### src/rtl/layer_compositor.sv
// Two-stage video compositor: picks overlay / keyed sprite / background, lays the HUD on top,
// then applies a frame-driven flash/fade effect to the non-HUD pixels before the colour outputs.
module layer_compositor #(
    parameter int                NUM_LAYERS       = 4,
    parameter int                CW               = 4,
    parameter logic [3*CW-1:0]   KEY_COLOR        = '0,
    parameter int                FLASH_FRAMES     = 8,
    parameter int                FADE_STEP_FRAMES = 4
) (
    input  logic                       clk,
    input  logic                       reset,
    input  logic                       video_on,
    input  logic                       frame_start,
    input  logic [NUM_LAYERS*3*CW-1:0] layer_pixels,
    input  logic [3*CW-1:0]            bg_pixel,
    input  logic [3*CW:0]              overlay_pixel,
    input  logic [1:0]                 health_disp,
    input  logic                       score_disp,
    input  logic                       hit_pulse,
    input  logic                       fade_req,
    input  logic                       fade_clr,
    output logic [CW-1:0]              vga_red,
    output logic [CW-1:0]              vga_green,
    output logic [CW-1:0]              vga_blue,
    output logic [1:0]                 fx_state
);

    localparam int PW  = 3 * CW;
    localparam int FLW = $clog2(FLASH_FRAMES + 1);
    localparam int STW = $clog2(FADE_STEP_FRAMES + 1);

    localparam logic [FLW-1:0] FLASH_LOAD = FLW'(FLASH_FRAMES);
    localparam logic [STW-1:0] STEP_LAST  = STW'(FADE_STEP_FRAMES - 1);
    localparam logic [CW-1:0]  LEVEL_MAX  = {CW{1'b1}};

    typedef enum logic [1:0] {
        IDLE  = 2'd0,
        FLASH = 2'd1,
        FADE  = 2'd2,
        BLACK = 2'd3
    } fx_t;

    fx_t            state;
    logic [FLW-1:0] flash_cnt;
    logic [STW-1:0] step_cnt;
    logic [CW-1:0]  fade_level;

    // HUD colours are written as 4-bit values and MSB-aligned to the channel width.
    function automatic logic [CW-1:0] hud_chan(input logic [3:0] v);
        logic [CW+3:0] wide;
        wide = {v, {CW{1'b0}}};
        return wide[CW+3 -: CW];
    endfunction

    function automatic logic [CW-1:0] sat_sub(input logic [CW-1:0] c, input logic [CW-1:0] lvl);
        logic signed [CW+1:0] d;
        d = $signed({2'b00, c}) - $signed({2'b00, lvl});
        return (d < 0) ? '0 : d[CW-1:0];
    endfunction

    // ---- stage 1: base select and HUD decode ----
    logic [PW-1:0] base_sel;
    logic          hud_sel;
    logic [PW-1:0] hud_col_sel;

    always_comb begin
        base_sel = bg_pixel;
        for (int i = NUM_LAYERS - 1; i >= 0; i--) begin
            if (layer_pixels[i*PW +: PW] != KEY_COLOR)
                base_sel = layer_pixels[i*PW +: PW];
        end
        if (overlay_pixel[PW])
            base_sel = overlay_pixel[PW-1:0];

        hud_sel     = score_disp | (|health_disp);
        hud_col_sel = '0;
        if (score_disp)
            hud_col_sel = {hud_chan(4'hD), hud_chan(4'hC), hud_chan(4'h0)};
        else begin
            case (health_disp)
                2'b11:   hud_col_sel = {hud_chan(4'h0), hud_chan(4'hF), hud_chan(4'h0)};
                2'b10:   hud_col_sel = {hud_chan(4'hD), hud_chan(4'h8), hud_chan(4'h0)};
                2'b01:   hud_col_sel = {hud_chan(4'hF), hud_chan(4'h0), hud_chan(4'h0)};
                default: hud_col_sel = '0;
            endcase
        end
    end

    logic [PW-1:0] base_p1;
    logic          hud_p1;
    logic [PW-1:0] hud_col_p1;
    logic          vid_p1;

    always_ff @(posedge clk or posedge reset) begin
        if (reset) begin
            base_p1    <= '0;
            hud_p1     <= 1'b0;
            hud_col_p1 <= '0;
            vid_p1     <= 1'b0;
        end else begin
            base_p1    <= base_sel;
            hud_p1     <= hud_sel;
            hud_col_p1 <= hud_col_sel;
            vid_p1     <= video_on;
        end
    end

    // ---- stage 2: effect, blanking and output registers ----
    logic [CW-1:0] r_nxt, g_nxt, b_nxt;

    always_comb begin
        r_nxt = base_p1[PW-1 -: CW];
        g_nxt = base_p1[2*CW-1 -: CW];
        b_nxt = base_p1[CW-1:0];
        if (!vid_p1) begin
            r_nxt = '0;
            g_nxt = '0;
            b_nxt = '0;
        end else if (hud_p1) begin
            r_nxt = hud_col_p1[PW-1 -: CW];
            g_nxt = hud_col_p1[2*CW-1 -: CW];
            b_nxt = hud_col_p1[CW-1:0];
        end else begin
            case (state)
                FLASH: r_nxt = '1;
                FADE: begin
                    r_nxt = sat_sub(base_p1[PW-1 -: CW], fade_level);
                    g_nxt = sat_sub(base_p1[2*CW-1 -: CW], fade_level);
                    b_nxt = sat_sub(base_p1[CW-1:0], fade_level);
                end
                BLACK: begin
                    r_nxt = '0;
                    g_nxt = '0;
                    b_nxt = '0;
                end
                default: ;
            endcase
        end
    end

    logic [CW-1:0] red_p2, green_p2, blue_p2;

    always_ff @(posedge clk or posedge reset) begin
        if (reset) begin
            red_p2   <= '0;
            green_p2 <= '0;
            blue_p2  <= '0;
        end else begin
            red_p2   <= r_nxt;
            green_p2 <= g_nxt;
            blue_p2  <= b_nxt;
        end
    end

    assign vga_red   = red_p2;
    assign vga_green = green_p2;
    assign vga_blue  = blue_p2;
    assign fx_state  = state;

    // Effect FSM: event inputs beat frame_start, so a frame_start in a transition cycle is not counted.
    always_ff @(posedge clk or posedge reset) begin
        if (reset) begin
            state      <= IDLE;
            flash_cnt  <= '0;
            step_cnt   <= '0;
            fade_level <= '0;
        end else if (fade_clr) begin
            state      <= IDLE;
            flash_cnt  <= '0;
            step_cnt   <= '0;
            fade_level <= '0;
        end else if (fade_req && (state == IDLE || state == FLASH)) begin
            state      <= FADE;
            flash_cnt  <= '0;
            step_cnt   <= '0;
            fade_level <= '0;
        end else if (hit_pulse && (state == IDLE || state == FLASH)) begin
            state     <= FLASH;
            flash_cnt <= FLASH_LOAD;
        end else if (frame_start) begin
            case (state)
                FLASH: begin
                    if (flash_cnt <= FLW'(1)) begin
                        state     <= IDLE;
                        flash_cnt <= '0;
                    end else begin
                        flash_cnt <= flash_cnt - FLW'(1);
                    end
                end
                FADE: begin
                    if (step_cnt == STEP_LAST) begin
                        step_cnt <= '0;
                        if (fade_level == LEVEL_MAX)
                            state <= BLACK;
                        else
                            fade_level <= fade_level + CW'(1);
                    end else begin
                        step_cnt <= step_cnt + STW'(1);
                    end
                end
                default: ;
            endcase
        end
    end

endmodule

### config.mk
export PLATFORM = sky130hd
export DESIGN_NAME = layer_compositor
export DESIGN_NICKNAME = d
export VERILOG_FILES = /design/src/rtl/layer_compositor.sv
export SDC_FILE = /design/constraint.sdc
export NUM_CORES = 1
export LEC_CHECK = 0
export ABC_AREA = 1
export CORE_MARGIN = 4
export CORE_UTILIZATION = 25
export DETAILED_ROUTE_END_ITERATION = 12
export HOLD_SLACK_MARGIN = 0.15
export PLACE_DENSITY = 0.48
export SLEW_MARGIN = 10
export SYNTH_ARGS = -nofsm -noshare
export SYNTH_HDL_FRONTEND = slang
export SYNTH_SLANG_ARGS = --single-unit
### constraint.sdc
create_clock -name clk -period 2.3 [get_ports clk]
set_input_delay 0.575 -clock clk [delete_from_list [all_inputs] [get_ports clk]]
set_output_delay 0.575 -clock clk [all_outputs]
set_load 0.01 [all_outputs]
==> metrics.cfg, run 1 <==
[run_status]
status=completed

[floorplan]
start_util=0.256
dieArea_um2=14200
io_pins=97
die_h_um=119
core_area_um2=12000
num_rows=40
fp.dieW_um=119

[sta]
whs_ps=507
clock_skew_ps=3.93
relSlewSlack=0.684
fin_crit_ps=2130
timing.fmax_mhz=470
final_hold_viol_count=0
finalSetupViolCount=0
layout_worst_path_cycle_share=0.926
rsz0062_at_grt=false
worst_pin_slew_ps=469
finalMaxSlewViolations=0

[worst_setup_path]
ff2ff_setup_slack_ps=170
cpMostUsedCell=nor2_1
cp-endpoint=vga_blue[2]
worstSetupStartpoint=fade_level[0]
worstPathRequired_ps=2500
reg2reg_to=vga_blue[2]
cp_slowest_cell=dfrtp_2
worstPathArrival_ps=2330
r2r.worst_path.cells=8
critPathMaxFanout=7
cp-start-kind=flip-flop
endpoint_kind=flip-flop
rr_startpoint=fade_level[0]
crit_type=reg2reg
max_stage_delay_ps=470
crit_chain=ha_1 -> fa_1 -> nor2_1 -> nor2_1 -> nor2_1 -> o21ai_1 -> or3b_1 -> a21oi_2

[clock_tree]
htree_levels=2
clockRootBuffer=clkbuf_16
clk_pin_slew_worst_paths_ps=60
cts_buffers=5
postCtsSetupRepairBufs=0
clk_latency_ps=280
cts_tree=yes
clockBufferDepth=2
cts.sinks=44

[layout]
area_delta_synth_final_pct=44.2
final_common_cell=nand2_1
num_antenna_cells=0
layout-drive-gt1-share=0.0726
final_cell_mix=nand2_1, clkdlybuf4s50_1, inv_1, nor2_1, dfrtp_1
num-nets-final=642

[drt]
vias_per_cell=4.41
wl_mm=9.12
firstDrtPassIters=4
vias=3016
drc=0
ant_nets=0
dr.first_iter.drc_count=103
routedWlPerCell_um=13.3

[power]
p_leak_nw=2.14
p_per_area_nw_per_um2=562
ir_worst_vdd_mv=0.256
comb_power_share=0.352
p_int_w=0.00167
swShare=0.330
clock_power_share=0.284
p_seq_frac=0.364
p_total_w=0.00249
net-switching-power_w=0.000824

[logic_synthesis]
synth_cell_type_count=42
avgSynthCellArea_um2=7.21
syn_inst=427
synth_top_area_share=0.358
synth_edf_count=0
synthesis.area_um2=3080
ys_seq_elements=44
synth.area.top_cells=dfrtp_1, nand2_1, inv_1
seq_area_frac_synth=0.358
synth_largest_area_cell=dfrtp_1
synth_ff_type=dfrtp_1
async_flop_share=1.00
syn_nets=533
ys_warn_count=0

[global_routing]
grt_use_total=0.133
overflow=0
grt_pass1_wl_mm=15.4
grt_max_degree=45
antenna_found_initial=0
first_global_vias=3250

[place]
hpwl_mm=7.75
io_buffers=96
place_congestion=0.853

[run]
maxCapViolations=0

[min_path]
hp-class=reg2reg

logic make-up (layout without fill, tap and decap cells):
logic type               count (synthesis)  after routing  share of synthesized area
adder cells (fa/ha/maj)                 23             23                      0.101
buffers and inverters                   76            186                     0.0967
AND/OR/NAND/NOR                        208            208                      0.304
flip-flops                              44             44                      0.358
XOR/XNOR                                 5              5                     0.0142
AO/OA/AOI/OAI                           71             71                      0.127
metal layers:
layer	vias up	part of all wire	global-route usage
li1	1580	-	-
met1	1320	0.42	0.153
met2	104	0.47	0.227
met3	12	0.088	0.0494
met4	0	0.021	0.0413
met5	-	0	0
power by group through the flow:
stage	logic (W)	clock network, W	registers [W]
after floorplan	0.000506	0	0.000934
after global placement	0.000878	0	0.000922
after detailed placement	0.000881	0	0.000923
after CTS	0.000886	0.000736	0.000909
after global routing	0.000992	0.000774	0.000918
final	0.000877	0.000709	0.000908
worst max-delay path, delay by kind of cell, from the launching register on:
family | cells | cell delay, ps
and+or+nand+nor | 4 | 690
adders and majority gates | 2 | 630
AOI/OAI and AO/OA | 2 | 280
DFF | 1 | 470
final cells by class:
class / instances / area, um2
Fill cell: 1282 / 7570
Multi-Input combinational cell: 307 / 1680
Sequential cell: 44 / 1100
Timing Repair Buffer: 106 / 1050
Inverter: 72 / 273
Tap cell: 147 / 184
Clock buffer: 6 / 139
Clock inverter: 2 / 10.0
how the worst min path moves through the flow:
stage,startpoint,end,slack (ps),cells past startpoint
detailed placement,flash_cnt[1],flash_cnt[1],500,2
floorplan,flash_cnt[1],flash_cnt[1],470,2
finish,flash_cnt[1],flash_cnt[1],510,2
global route,flash_cnt[1],flash_cnt[1],560,2
global placement,flash_cnt[1],flash_cnt[1],500,2
CTS,flash_cnt[1],flash_cnt[1],520,2
repair_timing:
action / CTS / global route
endpoints found under the setup margin: 0 / 1
gates resized for setup: 0 / 2
hold endpoints to repair: 0 / 0
hold buffers: 0 / 0
metrics by stage:
step	cell area (um2)	TNS (ps)	setup slack (ps)	util	cells
floorplan	3080	0	408	-	427
global placement	4290	-459	-96.4	0.357	676
detailed placement	4290	-149	-47.2	0.357	676
CTS	4440	0	86.8	0.369	684
global route	4440	0	25.4	0.370	684
finish	4440	0	171	0.370	684
cell usage after synthesis (2+ instances only):
library cell and count:
nand2_1 100, clkinv_1 2, o21ai_0 20, or2_2 4, dfrtp_1 44, ha_1 20
o21ai_1 4, buf_2 2, nor2_8 2, inv_1 67, o211ai_1 3, nand2_2 2
nor4_1 2, nand3_1 20, nor2_4 3, a21oi_1 31, nand4_1 5, nor3_1 4
xor2_1 4, nor2_1 59, inv_2 2, o22ai_1 5, fa_1 3
registers in the layout (all words and copies together), names as in the netlist:
signal and flops:
vga_red 4, fx_state 2, hud_col_p1 5, fade_level 4
step_cnt 3, vga_green 4, hud_p1 1, vga_blue 4
base_p1 12, vid_p1 1, flash_cnt 4
(Power assumes the default switching activity.)
==> inputs of run 2 (changes only) <==
--- a/config.mk
+++ b/config.mk
@@ -8,7 +8,9 @@
 export ABC_AREA = 1
 export CORE_MARGIN = 4
 export CORE_UTILIZATION = 25
+export CTS_CLUSTER_DIAMETER = 80
 export DETAILED_ROUTE_END_ITERATION = 12
+export GPL_TIMING_DRIVEN = 1
 export HOLD_SLACK_MARGIN = 0.15
 export PLACE_DENSITY = 0.48
 export SLEW_MARGIN = 10
==> results of run 2 <==
Same layout as run 1: the final DEF is identical, and so are final timing and power.
==> inputs of run 3 (changes only) <==
==> constraint.sdc (replaced) <==
create_clock -name clk -period 2.5 [get_ports clk]
set_input_delay 0.625 -clock clk [delete_from_list [all_inputs] [get_ports clk]]
set_output_delay 0.625 -clock clk [all_outputs]
set_load 0.01 [all_outputs]
==> run 3 against run 2 <==
Effect of this change: clock power up 5.6%; power down 4.7%; maximum frequency down 2.5%; core utilization down 0.14 points; largest cell class unchanged; clock skew up 3.9 ps; cell area down 0.37%; sequential power down 5.4%; largest power group unchanged; register-to-register slack better by 150 ps; die area unchanged; non-clock buffer count down 4; sequential cell count unchanged; critical endpoint unchanged; global-route usage down 0.30 points.
==> metrics.cfg, run 3 (same netlist as run 1, synthesis figures left out) <==
[run_status]
status=completed

[sta]
finalSetupViolCount=0  ; unchanged
fin_crit_ps=2180  ; +53.5 ps
timing.fmax_mhz=458  ; -2.5%
finalSetupTns_ps=0  ; unchanged
final_hold_viol_count=0  ; unchanged
finalMaxSlewViolations=0  ; unchanged
layout_worst_path_cycle_share=0.873  ; -0.0527
relSlewSlack=0.678  ; -0.00633
worst_pin_slew_ps=478  ; +9.39 ps
rsz0062_at_grt=false
clock_skew_ps=7.79  ; +3.87 ps

[layout]
top_register=base_p1
final_cell_mix=nand2_1, clkdlybuf4s50_1, inv_1, nor2_1, dfrtp_1
num_antenna_cells=0  ; unchanged
area_delta_synth_final_pct=43.7
multi_input_area_um2=1680  ; -0.22%
largest_register_ffs=12  ; unchanged
layout-drive-gt1-share=0.0619  ; -0.0107
num-nets-final=638  ; -0.62%
fillers=1263  ; -1.5%
seqCellArea_um2=1100  ; -0.11%
final_common_cell=nand2_1
reg.largest.list=base_p1: 12 flops, hud_col_p1: 5 flops
stdcell_area_um2=4420  ; -0.37%

[drt]
drc=0  ; unchanged
firstDrtPassIters=4  ; unchanged
vias_per_cell=4.45  ; +0.92%
ant_nets=0  ; unchanged
dr.first_iter.drc_count=76  ; -26%
vias=3026  ; +0.33%
wl_mm=9.10  ; -0.26%
routedWlPerCell_um=13.4  ; +0.32%

[clock_tree]
clockRootBuffer=clkbuf_16
clk_pin_slew_worst_paths_ps=70  ; about the same
clk_latency_ps=280  ; about the same
cts_buffers=5  ; unchanged
postCtsSetupRepairBufs=0  ; unchanged
htree_levels=2  ; unchanged
cts.sinks=44  ; unchanged
cts_tree=yes
clockBufferDepth=2  ; unchanged
hold_buffers=0  ; unchanged
post_cts_resized=0  ; unchanged

[worst_setup_path]
crit_chain=ha_1 -> fa_1 -> nor2_1 -> nor2_1 -> nor2_1 -> o21ai_1 -> or3b_1 -> a21oi_1
worstPathRequired_ps=2690  ; +190 ps
endpoint_kind=flip-flop
max_stage_delay_ps=480  ; about the same
cpMostUsedCell=nor2_1
ff2ff_setup_slack_ps=320  ; +150 ps
crit_type=reg2reg
cp_slowest_cell=dfrtp_1
cp-start-kind=flip-flop
critPathMaxFanout=7  ; unchanged
worstPathArrival_ps=2370  ; +40 ps

[floorplan]
die_h_um=119  ; unchanged
dieArea_um2=14200  ; unchanged
fp.dieW_um=119  ; unchanged
core_area_um2=12000  ; unchanged
start_util=0.256  ; unchanged
num_rows=40  ; unchanged
io_pins=97  ; unchanged

[power]
p_leak_nw=2.12  ; -0.71%
p_per_area_nw_per_um2=537  ; -4.3%
ir_worst_vdd_mv=0.279  ; +8.9%

[global_routing]
first_global_vias=3292  ; +1.3%
grt_max_degree=26  ; -42%
antenna_found_initial=0  ; unchanged
grt_pass1_wl_mm=15.2  ; -1.5%
overflow=0  ; unchanged
grt_use_total=0.130  ; -0.00301

[place]
place_congestion=0.852  ; -0.12%
post_dp_cell_area_um2=4260  ; -0.70%
hpwl_mm=7.80  ; +0.70%
io_buffers=96  ; unchanged

[min_path]
hp-class=reg2reg

[run]
maxCapViolations=0  ; unchanged

[run 3: cell types whose count changed in the layout (fill, tap and decap cells not counted), sizes merged]
cell,before,now
bufinv,0,1
clkinvlp,0,1
buf,10,6
clkinv,4,3
clkbuf,6,5
[run 3: stage by stage]
step,util,setup slack (ps),total power (W),instances,hold WS [ps]
2_1_floorplan,-,608,0.00132,427,469
3_3_place_gp,0.354,126,0.00165,672,495
3_5_place_dp,0.354,89.1,0.00165,672,495
4_1_cts,0.368,299,0.00241,680,511
5_1_grt,0.368,147,0.00253,680,544
6_report,0.368,317,0.00238,680,505
[run 3: worst paths after layout]
path | endpoint | cells past startpoint | startpoint
setup / recovery | vga_blue[2] | 8 | fade_level[0]
hold / removal | vga_green[1] | 2 | hud_col_p1[5]
setup reg to reg | vga_blue[2] | 8 | fade_level[0]
hold reg to reg | vga_green[1] | 2 | hud_col_p1[5]
max in group asynchronous | base_p1[11] | 3 | reset
min in group asynchronous | flash_cnt[2] | 2 | reset
[run 3: worst max-delay path, delay by kind of cell (launching register included)]
kind                       cells  cell delay [ps]
and+or+nand+nor                4              660
DFF                            1              480
adders and majority gates      2              650
AOI/OAI and AO/OA              2              300
[run 3: layout make-up]
cell class,instances,share of cell area
clock buffer,5,0.0283
clock inverter,3,0.00962
inverter,72,0.0617
multi-input combinational,307,0.380
sequential,44,0.249
tap,147,0.0416
timing repair buffer,102,0.230
[run 3: report_power, final]
group          internal [W]  leakage, nW  switching, W
clock network      0.000470       0.0798      0.000279
logic              0.000351         1.49      0.000419
registers          0.000781        0.554     0.0000777
total               0.00160         2.12      0.000776
[run 3: metal layers]
metal | wire, um | GRT usage | up-vias
met5 | 0 | 0 | -
met1 | 3760 | 0.147 | 1331
met2 | 4330 | 0.223 | 108
met3 | 844 | 0.0522 | 16
li1 | - | - | 1571
met4 | 166 | 0.0398 | 0
